$ cat src/rtl/sar_search_if.sv
// Handshake bundle between the SAR search engine and its external comparator.
interface sar_search_if #(
  parameter int WIDTH = 8
);
  logic             start;
  logic             gt;
  logic             lt;
  logic             eq;
  logic [WIDTH-1:0] cand;
  logic             busy;
  logic             done;
  logic             found;
  logic             err;
  logic [WIDTH-1:0] result;

  modport master (
    output start, gt, lt, eq,
    input  cand, busy, done, found, err, result
  );

  modport slave (
    input  start, gt, lt, eq,
    output cand, busy, done, found, err, result
  );
endinterface

$ cat src/rtl/sar_search.sv
// Successive-approximation (binary) search driving an external combinational
// comparator. Bounds lo/hi shrink toward the target; the search ends on eq,
// on an exhausted range, or on an illegal (non one-hot) flag set.
module sar_search #(
  parameter int WIDTH = 8
) (
  input  logic        clk,
  input  logic        rst,
  sar_search_if.slave bus
);

  typedef enum logic [1:0] {IDLE, CMP, DONE} state_t;

  localparam logic [WIDTH-1:0] MAX_VAL   = '1;
  localparam logic [WIDTH-1:0] FIRST_CND = {1'b0, {(WIDTH-1){1'b1}}};

  state_t           state;
  logic [WIDTH-1:0] lo, hi, cand_q, result_q;
  logic             busy_q, done_q, found_q, err_q;

  logic [WIDTH-1:0] cand_dec, cand_inc;
  logic [WIDTH:0]   sum_lo, sum_hi;
  logic [WIDTH-1:0] mid_lo, mid_hi;

  // Next-candidate arithmetic; the WIDTH+1 bit sums keep the midpoint exact.
  always_comb begin
    cand_dec = cand_q - 1'b1;
    cand_inc = cand_q + 1'b1;
    sum_lo   = {1'b0, lo} + {1'b0, cand_dec};
    sum_hi   = {1'b0, cand_inc} + {1'b0, hi};
    mid_lo   = sum_lo[WIDTH:1];
    mid_hi   = sum_hi[WIDTH:1];
  end

  // Search FSM with registered outputs.
  always_ff @(posedge clk) begin
    if (rst) begin
      state    <= IDLE;
      lo       <= '0;
      hi       <= MAX_VAL;
      cand_q   <= '0;
      result_q <= '0;
      busy_q   <= 1'b0;
      done_q   <= 1'b0;
      found_q  <= 1'b0;
      err_q    <= 1'b0;
    end else begin
      case (state)
        IDLE: begin
          done_q <= 1'b0;
          if (bus.start) begin
            lo       <= '0;
            hi       <= MAX_VAL;
            cand_q   <= FIRST_CND;
            found_q  <= 1'b0;
            err_q    <= 1'b0;
            result_q <= '0;
            busy_q   <= 1'b1;
            state    <= CMP;
          end
        end
        CMP: begin
          case ({bus.gt, bus.lt, bus.eq})
            3'b001: begin
              found_q  <= 1'b1;
              result_q <= cand_q;
              busy_q   <= 1'b0;
              done_q   <= 1'b1;
              state    <= DONE;
            end
            3'b100: begin
              // cand > target: a candidate already at lo means the range is empty.
              if (cand_q == lo) begin
                busy_q <= 1'b0;
                done_q <= 1'b1;
                state  <= DONE;
              end else begin
                hi     <= cand_dec;
                cand_q <= mid_lo;
              end
            end
            3'b010: begin
              // cand < target: a candidate already at hi means the range is empty.
              if (cand_q == hi) begin
                busy_q <= 1'b0;
                done_q <= 1'b1;
                state  <= DONE;
              end else begin
                lo     <= cand_inc;
                cand_q <= mid_hi;
              end
            end
            default: begin
              err_q   <= 1'b1;
              found_q <= 1'b0;
              busy_q  <= 1'b0;
              done_q  <= 1'b1;
              state   <= DONE;
            end
          endcase
        end
        DONE: begin
          done_q <= 1'b0;
          state  <= IDLE;
        end
        default: begin
          busy_q <= 1'b0;
          done_q <= 1'b0;
          state  <= IDLE;
        end
      endcase
    end
  end

  assign bus.cand   = cand_q;
  assign bus.busy   = busy_q;
  assign bus.done   = done_q;
  assign bus.found  = found_q;
  assign bus.err    = err_q;
  assign bus.result = result_q;

endmodule

$ cat src/flat_wrapper.sv
// flat-port wrapper written by rule: the top's interface ports become plain ports
module sar_search_flat 
#(
  parameter int WIDTH = 8
)
  (clk, rst, bus_start, bus_gt, bus_lt, bus_eq, bus_cand, bus_busy, bus_done, bus_found, bus_err, bus_result);
  sar_search_if #(.WIDTH(WIDTH)) bus_i ();
  input  logic clk;
  input  logic rst;
  input wire logic [$bits(bus_i.start)-1:0] bus_start;
  input wire logic [$bits(bus_i.gt)-1:0] bus_gt;
  input wire logic [$bits(bus_i.lt)-1:0] bus_lt;
  input wire logic [$bits(bus_i.eq)-1:0] bus_eq;
  output wire logic [$bits(bus_i.cand)-1:0] bus_cand;
  output wire logic [$bits(bus_i.busy)-1:0] bus_busy;
  output wire logic [$bits(bus_i.done)-1:0] bus_done;
  output wire logic [$bits(bus_i.found)-1:0] bus_found;
  output wire logic [$bits(bus_i.err)-1:0] bus_err;
  output wire logic [$bits(bus_i.result)-1:0] bus_result;
  assign bus_i.start = bus_start;
  assign bus_i.gt = bus_gt;
  assign bus_i.lt = bus_lt;
  assign bus_i.eq = bus_eq;
  assign bus_cand = bus_i.cand;
  assign bus_busy = bus_i.busy;
  assign bus_done = bus_i.done;
  assign bus_found = bus_i.found;
  assign bus_err = bus_i.err;
  assign bus_result = bus_i.result;
  sar_search #(.WIDTH(WIDTH)) u_core (.clk(clk), .rst(rst), .bus(bus_i));
endmodule
$ cat config.mk
export PLATFORM = sky130hd
export DESIGN_NAME = sar_search_flat
export DESIGN_NICKNAME = d
export VERILOG_FILES = /design/src/rtl/sar_search_if.sv /design/src/rtl/sar_search.sv /design/src/flat_wrapper.sv
export SDC_FILE = /design/constraint.sdc
export NUM_CORES = 1
export LEC_CHECK = 0
export ABC_AREA = 1
export BUFFER_PORTS_ARGS = -buffer_cell sky130_fd_sc_hd__buf_2
export CAP_MARGIN = 0
export CORE_ASPECT_RATIO = 1.4
export CORE_UTILIZATION = 50
export DETAILED_ROUTE_END_ITERATION = 8
export GPL_TIMING_DRIVEN = 0
export PLACE_DENSITY_LB_ADDON = 0.05
export SYNTH_ARGS = -nofsm -noshare
export SYNTH_HDL_FRONTEND = slang
export SYNTH_SLANG_ARGS = --single-unit
export TNS_END_PERCENT = 10
$ cat constraint.sdc
create_clock -name clk -period 3.6 [get_ports clk]
set_input_delay 0.72 -clock clk [delete_from_list [all_inputs] [get_ports clk]]
set_output_delay 0.72 -clock clk [all_outputs]
set_load 0.03 [all_outputs]
After elaboration in Yosys (flattened, before gate mapping):

Cells that the tools add are included.

* input bits: 6
* output and inout bits: 20
* logic and storage cells: 84
* bits in registers: 38

* reduce and logical (&&, ||, !) cells: 14
* add/sub/neg operators: 4
* bitwise logic cells: 2
* muxes and demuxes: 33
* eq/ne operators: 22

Operator list (number)
* 2-to-1 mux 8 bit: 10
* one-hot mux 8 bit (2 select lines): 5
* adder 8 x 8 -> 9 bit: 2
* == test 8 bit: 2
* != test 2 bit (second input constant): 7
* AND reduction 3 bit: 4
* AND reduction 4 bit: 3
* one-hot mux 1 bit (2 select lines): 5
* != test 3 x 2 -> 1 bit (second input constant): 3
* adder 8 x 1 -> 8 bit (second input constant): 1
* one-hot mux 2 bit (2 select lines): 2
* subtractor 8 x 1 -> 8 bit (second input constant): 1
* 2-to-1 mux 1 bit: 7
* 2-to-1 mux 2 bit: 3
* != test 2 x 1 -> 1 bit (second input constant): 3
* != test 3 bit (second input constant): 2
* AND reduction 5 bit: 1
* OR reduction 2 bit: 2
* == test 3 x 1 -> 1 bit (second input constant): 1
* == test 3 x 2 -> 1 bit (second input constant): 1
* == test 3 bit (second input constant): 1
* one-hot mux 1 bit (3 select lines): 1
* OR reduction 3 bit: 1
* == test 2 x 1 -> 1 bit (second input constant): 1
* other kinds (5): 6

Longest topological paths before layout:

Gate-level depths: netlist (run 1).

* depth in word-level cells: 5
* depth in mapped cells: 17

Least setup slack after synthesis (run 1):

OpenSTA, ideal clock, no wires.

* kind: register to register
* start point: reg u_core.cand_q[0] (netlist: u_core.bus.cand[0])
* end point: reg u_core.cand_q[5] (netlist: u_core.bus.cand[5])
* buffers on the path: 0
* setup slack: 1.167 ns
* arrival: 2.321 ns
* stages on the path, launching flop included: 13
* data required time: 3.487 ns
* clock period less this slack: 2.433 ns
* path through: dfxtp_1 > inv_1 > ha_1 > inv_1 > fa_1 > o21ai_0 > nand2_1 > nand2_1 > nand2_1 > nand3_1 > nand2_1 > nor2_1 > nor2_1

* cells in the longest elaborated chain, start to end: 5

Ends and longest elaborated chain
* start, declared: RTL line sar_search.sv:18 `logic [WIDTH-1:0] lo, hi, cand_q, result_q;`
* start signal, assigned: RTL line sar_search.sv:79 `cand_q <= mid_lo;`
* start signal, assigned: RTL line sar_search.sv:90 `cand_q <= mid_hi;`
* adder 8 x 1 -> 8 bit or subtractor 8 x 1 -> 8 bit (tied branches): RTL line sar_search.sv:28, sar_search.sv:27
* adder 8 x 8 -> 9 bit (on tied branches): RTL line sar_search.sv:30, sar_search.sv:29
* 2-to-1 mux 8 bit (on tied branches): RTL line sar_search.sv:84, sar_search.sv:73
* one-hot mux 8 bit (2 select lines): RTL line sar_search.sv:63 `case ({bus.gt, bus.lt, bus.eq})`
* one-hot mux 8 bit (2 select lines): RTL line sar_search.sv:48 `case (state)`

Parallel ways exist; a longest one is shown, timed or not. The select of a mux whose other input is x is not followed.
A chain may end at the register's enable or synchronous reset.

Worst setup path in the final report (run 1):

* start point: reg u_core.cand_q[1] (netlist: u_core.bus.cand[1])
* end point: reg u_core.cand_q[5] (netlist: u_core.bus.cand[5])

Same word-level chain as after synthesis.

==> summary.md, run 1 <==
| Metric | Value |
|---|---|
| Sequential Power Share | `0.311` |
| Worst Setup End Kind | `register` |
| RSZ-0062 raised after global routing | `no` |
| Switching share of power | `0.432` |
| Nets | `512` |
| CTS Hold Bufs | `0` |
| Hold_sp | `u_core.bus.result[4]` |
| CTS H-tree lvls | `2` |
| Most numerous cell in the Yosys netlist | `nand2_1` |
| Synth Instances | `452` |
| Worst slew margin | `0.669` |
| Worst Hold Slack | `458 ps` |
| Setup violators final | `0` |
| Hold path depth | `2` |
| Total of warnings raised by yosys | `0` |
| Largest net degree at the start of global routing | `13` |
| Root buffer cell | `clkbuf_8` |
| Register bit total from synthesis | `38` |
| Initial antenna violation count | `0` |
| Routability cong. | `0.912` |
| Post-Syn Area | `2860 sq um` |
| Initial drt markers | `132` |
| Crit Path Class | `register to register` |
| Synth Flop Type | `dfxtp_1` |
| Worst path slowest cell | `dfxtp_1` |
| N_diodes | `0` |
| Critical Path Most Common Cell | `nand2_1` |
| Die H | `91.5 um` |
| Fin crit share | `0.771` |
| Longest Clk Path Bufs | `2` |
| Pwr/cell area | `529 nW/um^2` |
| WL per Instance | `14.2 um` |
| Post-Route WL | `7850 um` |
| Drt drc | `0` |
| Post-synth EDFFs | `0` |
| Outcome | `completed` |
| Setup Buffers After CTS | `0` |
| Hold EP | `u_core.bus.result[4]` |
| Full die area | `6030 sq um` |
| Number of vias per cell | `5.27` |
| I/O pins | `26` |
| PortBufs | `25` |
| Pint | `953 uW` |
| Setup slack, reg-to-reg | `830 ps` |
| Syn nets | `480` |
| Overall Global Routing Usage | `0.289` |
| Combinational group share of total power | `0.471` |
| Clk network pwr share | `0.218` |
| Net Sw Power | `726 uW` |
| Die X | `65.9 um` |
| Maximum fanout along the worst path | `8` |
| TritonCTS Buffers | `5` |
| WP data required | `3790 ps` |
| Core Box Area | `5530 sq um` |
| Vias in the first global route | `2811` |
| Fraction of layout cells with a size suffix above 1 | `0.113` |
| Post-synth top area share | `0.266` |
| First-pass GRT wire length | `13000 um` |
| Setup_tns | `0 ps` |
| DR pass1 iterations | `4` |
| Tmin final | `2770 ps` |
| Slew Limit Fails | `0` |
| LEAKAGE | `1.70 nW` |
| Peak supply drop | `0.000199 V` |
| Placed wire-length estimate | `6250 um` |
| Clk sinks | `38` |
| Gr ovfl total | `0` |
| Worst skew pair latency | `300 ps` |
| DR vias | `2913` |
| Register area share after synthesis | `0.266` |
| Layout Skew | `2.50 ps` |
| Max_cap viols | `0` |
| Avg Inst Size Synth | `6.33 sq um` |
| FP Rows | `32` |
| Slew of the pin with the lowest slew margin | `491 ps` |
| # fillers | `589` |
| CTS tree | `done` |
| Post-synthesis async set-or-reset flop share | `0` |
| Antenna Nets Post-Route | `0` |
| CP Cell Sequence | `inv_1, ha_1, inv_1, fa_1, o21ai_0, nand2_1, nand2_1, nand2_1, nand3_1, nand2_1, nor2_1, nor2_1` |
| Crit path arrival time | `2970 ps` |
| Cell taking the most area after synthesis | `dfxtp_1` |
| Post-CTS sizing | `0` |
| Synth area leaders | `dfxtp_1, nand2_1, ha_1` |
| Library cells used by synthesis | `33` |
| R2r endpoint | `u_core.bus.cand[5]` |
| Starting density of the core | `0.517` |
| Core Util, Final | `0.575` |
| Worst min-delay path class | `register to register` |
| R2r startpoint | `u_core.bus.cand[1]` |
| Reg clk slew, reported paths | `80 ps` |
| Worst Reg-to-Reg Cells | `12` |
| Max stage delay on crit path | `550 ps` |
| Syn-to-layout area delta | `11.2%` |
| Top cells by count, synth | `nand2_1, inv_1, nor2_1` |
| Endpoints failing hold | `0` |
| FMAX | `360 MHz` |
| Crit path launch type | `register` |
-- final cells by class --
class,instances,area [sq um],share of cell area
clock buffer,5,68.8,0.0217
tap,68,85.1,0.0268
buffer,11,51.3,0.0161
timing repair buffer,25,125,0.0394
multi-input combinational,348,1840,0.578
inverter,55,209,0.0657
clock inverter,3,40.0,0.0126
sequential,38,761,0.239
-- through the flow --
step / cells / setup slack (ps) / power, mW / cell area [sq um]
6_report: 553 / 826 / 1.68 / 3180
5_1_grt: 553 / 544 / 1.82 / 3180
4_1_cts: 553 / 796 / 1.68 / 3180
3_5_place_dp: 545 / 795 / 1.32 / 3070
3_3_place_gp: 545 / 811 / 1.30 / 3070
2_1_floorplan: 452 / 1170 / 1.12 / 2860
-- kinds of logic (layout without fill, tap and decap cells) --
family                   count (synthesis)  count (layout)  share of synthesized area
adder cells (fa/ha/maj)                 22              22                      0.102
buffers and inverters                   66              99                     0.0910
XOR/XNOR                                13              13                     0.0398
flip-flops                              38              38                      0.266
AND/OR/NAND/NOR                        258             258                      0.389
AO/OA/AOI/OAI                           54              54                      0.109
multiplexers                             1               1                    0.00350
-- worst max-delay path: cells and delay by family, from the launching register on --
kind                     cells  cell delay (ps)
adder cells (fa/ha/maj)      2              840
AND/OR/NAND/NOR              7              610
flip-flops                   1              550
AO/OA/AOI/OAI                1              440
buffers and inverters        2              250
-- power by group through the flow --
stage | clock network, mW | logic (mW) | registers [mW]
after CTS | 0.371 | 0.788 | 0.521
after detailed placement | 0 | 0.786 | 0.530
after global routing | 0.386 | 0.903 | 0.528
after floorplan | 0 | 0.572 | 0.552
after global placement | 0 | 0.770 | 0.530
final | 0.367 | 0.791 | 0.522
-- cells in the final DEF, fill, tap and decap left out --
| cell | instances |
|---|---|
| nand2_8 | 1 |
| nor3_1 | 5 |
| o211a_1 | 1 |
| nor2_1 | 42 |
| nand2_4 | 3 |
| nand4_1 | 6 |
| dfxtp_1 | 38 |
| nand3_1 | 40 |
| buf_2 | 30 |
| xor2_1 | 8 |
| inv_2 | 3 |
| a21oi_1 | 27 |
| nand2_2 | 5 |
| a21boi_1 | 1 |
| nor2_2 | 2 |
| nand2_1 | 149 |
| ha_1 | 20 |
| inv_4 | 1 |
| mux2i_1 | 1 |
| inv_1 | 49 |
| and2_1 | 2 |
| bufinv_16 | 1 |
| clkinv_1 | 2 |
| clkbuf_8 | 5 |
| o21ai_0 | 11 |
| o21a_1 | 4 |
| nand3b_1 | 3 |
| a21oi_2 | 1 |
| o21ai_1 | 1 |
| o211ai_1 | 7 |
| buf_4 | 1 |
| xnor2_1 | 5 |
| o21bai_1 | 1 |
| clkbuf_1 | 5 |
| clkinv_2 | 2 |
| fa_1 | 2 |
-- routing by layer --
metal,up-vias,share of wire,track usage
met3,21,0.041,0.0440
li1,1498,-,-
met2,69,0.50,0.495
met4,0,0.038,0.167
met1,1325,0.42,0.327
met5,-,0,0
-- sequential cells by signal (all words and copies together), names as in the netlist --
register / cells
u_core.bus.err: 1
u_core.bus.cand: 8
u_core.bus.done: 1
u_core.lo: 8
u_core.bus.busy: 1
u_core.state: 2
u_core.hi: 8
u_core.bus.found: 1
u_core.bus.result: 8
-- worst max-delay path by stage --
stage / slack (ps) / startpoint / end
floorplan: 1170 / u_core.bus.cand[0] / u_core.bus.cand[5]
global placement: 810 / u_core.bus.cand[1] / u_core.bus.cand[5]
detailed placement: 790 / u_core.bus.cand[1] / u_core.bus.cand[5]
CTS: 800 / u_core.bus.cand[1] / u_core.bus.cand[5]
global route: 540 / u_core.bus.cand[1] / u_core.bus.cand[5]
finish: 830 / u_core.bus.cand[1] / u_core.bus.cand[5]
Note: power is estimated with default switching activity, not from simulation.
==> run 2, diff against run 1 <==
--- a/config.mk
+++ b/config.mk
@@ -5,7 +5,7 @@
 export SDC_FILE = /design/constraint.sdc
 export NUM_CORES = 1
 export LEC_CHECK = 0
-export ABC_AREA = 1
+export ABC_AREA = 0
 export BUFFER_PORTS_ARGS = -buffer_cell sky130_fd_sc_hd__buf_2
 export CAP_MARGIN = 0
 export CORE_ASPECT_RATIO = 1.4
==> constraint.sdc (replaced) <==
create_clock -name clk -period 2.3 [get_ports clk]
set_input_delay 0.46 -clock clk [delete_from_list [all_inputs] [get_ports clk]]
set_output_delay 0.46 -clock clk [all_outputs]
set_load 0.03 [all_outputs]
==> run 2 against run 1 <==
- the flow now finishes with violations (negative setup slack)
- synthesized cell count down 29%
- sequential share of layout area down 0.73 points
- routed wire length down 1.8%
- maximum frequency up 13%
- non-clock buffer count up 18
- first-iteration DRC count up 0.76%
- hold slack better by 6.5 ps
- worst setup slack worse by 980 ps
- final cell count down 22%
- global-route usage about the same
- via count down 14%
- die area down 7.9%
==> summary.md, run 2 <==
| Metric | Value |
|---|---|
| Nets | `393` |
| CP Cell Sequence | `buf_4, o31ai_2, nand2_1, ha_4, and3_4, a32oi_4, a311oi_2, xor2_1, mux2i_1, a211oi_1` |
| Switching share of power | `0.401` |
| Starting density of the core | `0.530` |
| Drt drc | `0` |
| Peak supply drop | `0.000339 V` |
| Synth area leaders | `dfxtp_1, ha_1, xnor2_1` |
| Mux cell area share after synthesis | `0.0157` |
| Post-Syn Area | `2630 sq um` |
| Reg clk slew, reported paths | `80 ps` |
| Tot Pwr | `2.30 mW` |
| Fraction of layout cells with a size suffix above 1 | `0.303` |
| Largest family of logic cells by synthesized area | `simple AND/OR/NAND/NOR gates` |
| CTS tree | `done` |
| Max stage delay on crit path | `380 ps` |
| Simple-gate share of the synthesized area | `0.212` |
| Clk sinks | `38` |
| Failing checks | `negative setup slack` |
| Worst Setup End Kind | `register` |
| Synth Flop Type | `dfxtp_1` |
| Worst min-delay path class | `register to register` |
| Tmin final | `2450 ps` |
| FP Rows | `30` |
| Final std cells w/o fill | `430` |
| Post-synth EDFFs | `0` |
| PortBufs | `25` |
| Adder-cell area share of the yosys netlist | `0.111` |
| Post-synthesis async set-or-reset flop share | `0` |
| First-pass GRT wire length | `12200 um` |
| Clk network pwr share | `0.203` |
| CTS H-tree lvls | `2` |
| WP data required | `2500 ps` |
| Register area share after synthesis | `0.290` |
| Pwr/cell area | `689 nW/um^2` |
| Pre-CTS setup slack | `-551 ps` |
| Post-synth top area share | `0.290` |
| N_diodes | `0` |
| Worst slew margin | `0.514` |
| DR vias | `2506` |
| Crit Path Class | `register to register` |
| Crit path arrival time | `2660 ps` |
| Worst path slowest cell | `dfxtp_4` |
| Syn nets | `350` |
| Post-synthesis xor/xnor area fraction | `0.113` |
| Top cells by count, synth | `dfxtp_1, nor2_1, nand2_1` |
| Critical path buffer and inverter count | `1` |
| Cell taking the most area after synthesis | `dfxtp_1` |
| Synth Area in Compound Gates | `0.199` |
| I/O pins | `26` |
| Full die area | `5550 sq um` |
| Synth Instances | `322` |
| Worst skew pair latency | `290 ps` |
| Most numerous cell in the Yosys netlist | `dfxtp_1` |
| Avg Inst Size Synth | `8.16 sq um` |
| Register bit total from synthesis | `38` |
| Endpoints failing hold | `0` |
| TritonCTS Buffers | `5` |
| Outcome | `complete, but fails checks` |
| Fin worst setup slack | `-151 ps` |
| LEAKAGE | `1.33 nW` |
| Overall Global Routing Usage | `0.289` |
| Slew of the pin with the lowest slew margin | `726 ps` |
| Setup_tns | `-456 ps` |
| Combinational group share of total power | `0.472` |
| Die X | `63.3 um` |
| Core Util, Final | `0.673` |
| Core Box Area | `4950 sq um` |
| Setup violators final | `5` |
| Syn-to-layout area delta | `27.1%` |
| Setup slack, reg-to-reg | `-150 ps` |
| Initial drt markers | `133` |
| Antenna Nets Post-Route | `0` |
| Sequential Power Share | `0.325` |
| Total of warnings raised by yosys | `0` |
| Gr ovfl total | `0` |
| Number of vias per cell | `5.83` |
| Net Sw Power | `922 uW` |
| Crit path launch type | `register` |
| DP Cell Count | `411` |
| Largest net degree at the start of global routing | `13` |
| Most frequent cells in the layout | `nor2_1, dfxtp_1, buf_2` |
| Library cells used by synthesis | `47` |
| Pint | `1.38 mW` |
| Fin crit share | `1.07` |
| Maximum fanout along the worst path | `7` |
| Max_cap viols | `0` |
| WL per Instance | `17.9 um` |
| Post-Route WL | `7710 um` |
| Slew Limit Fails | `0` |
| RSZ-0062 raised after global routing | `yes` |
| Root buffer cell | `clkbuf_8` |
| Initial antenna violation count | `0` |
| Largest delay share family, worst path | `compound AO/OA/AOI/OAI gates` |
| DR pass1 iterations | `5` |
| FMAX | `408 MHz` |
| Vias in the first global route | `2465` |
| Layout Skew | `5.53 ps` |
| Die H | `87.8 um` |
| Longest Clk Path Bufs | `2` |
| Placed wire-length estimate | `5480 um` |
| Routability cong. | `0.885` |
run 2: power by group through the flow:
stage | combinational [mW] | clock [mW] | sequential [mW]
final | 1.08 | 0.466 | 0.747
after floorplan | 0.584 | 0 | 0.789
after detailed placement | 0.826 | 0 | 0.747
after global routing | 1.17 | 0.497 | 0.752
after global placement | 0.820 | 0 | 0.746
after CTS | 1.00 | 0.470 | 0.744
run 2: per-stage QoR:
stage | area [sq um] | hold slack [ps]
after floorplan | 2650 | 462
after global placement | 2850 | 443
after detailed placement | 2850 | 448
after CTS | 3240 | 468
after global routing | 3340 | 493
final | 3340 | 464
run 2: cells by family after synthesis:
kind of cell,after synthesis
AND/OR/NAND/NOR,117
flip-flops,38
XOR/XNOR,33
multiplexers,4
buffers and inverters,30
AO/OA/AOI/OAI,78
adder cells (fa/ha/maj),22
run 2: what timing repair did:
item,CTS,global route
setup buffers,10,2
setup endpoints to repair,6,7
hold buffers,0,0
resized for setup,46,14
pin swaps,21,11
run 2: final cells by class:
cell class	instances	area [sq um]
Buffer	17	124
Clock inverter	2	10.0
Sequential cell	38	774
Tap cell	64	80.1
Fill cell	438	1620
Timing Repair Buffer	37	215
Multi-Input combinational cell	254	2000
Inverter	12	56.3
Clock buffer	6	72.6
run 2: per-layer routing:
layer,vias up,GRT usage,wire (um)
met3,23,0.0456,389
li1,1220,-,-
met5,-,0,0
met2,98,0.511,3840
met1,1165,0.340,3210
met4,0,0.143,259
run 2: worst paths after layout:
check	endpoint	startpoint	cells after the start
worst max-delay path	u_core.bus.cand[6]	u_core.bus.cand[0]	10
worst min-delay path	u_core.bus.done	u_core.bus.done	1
worst max register to register	u_core.bus.cand[6]	u_core.bus.cand[0]	10
worst min register to register	u_core.bus.done	u_core.bus.done	1
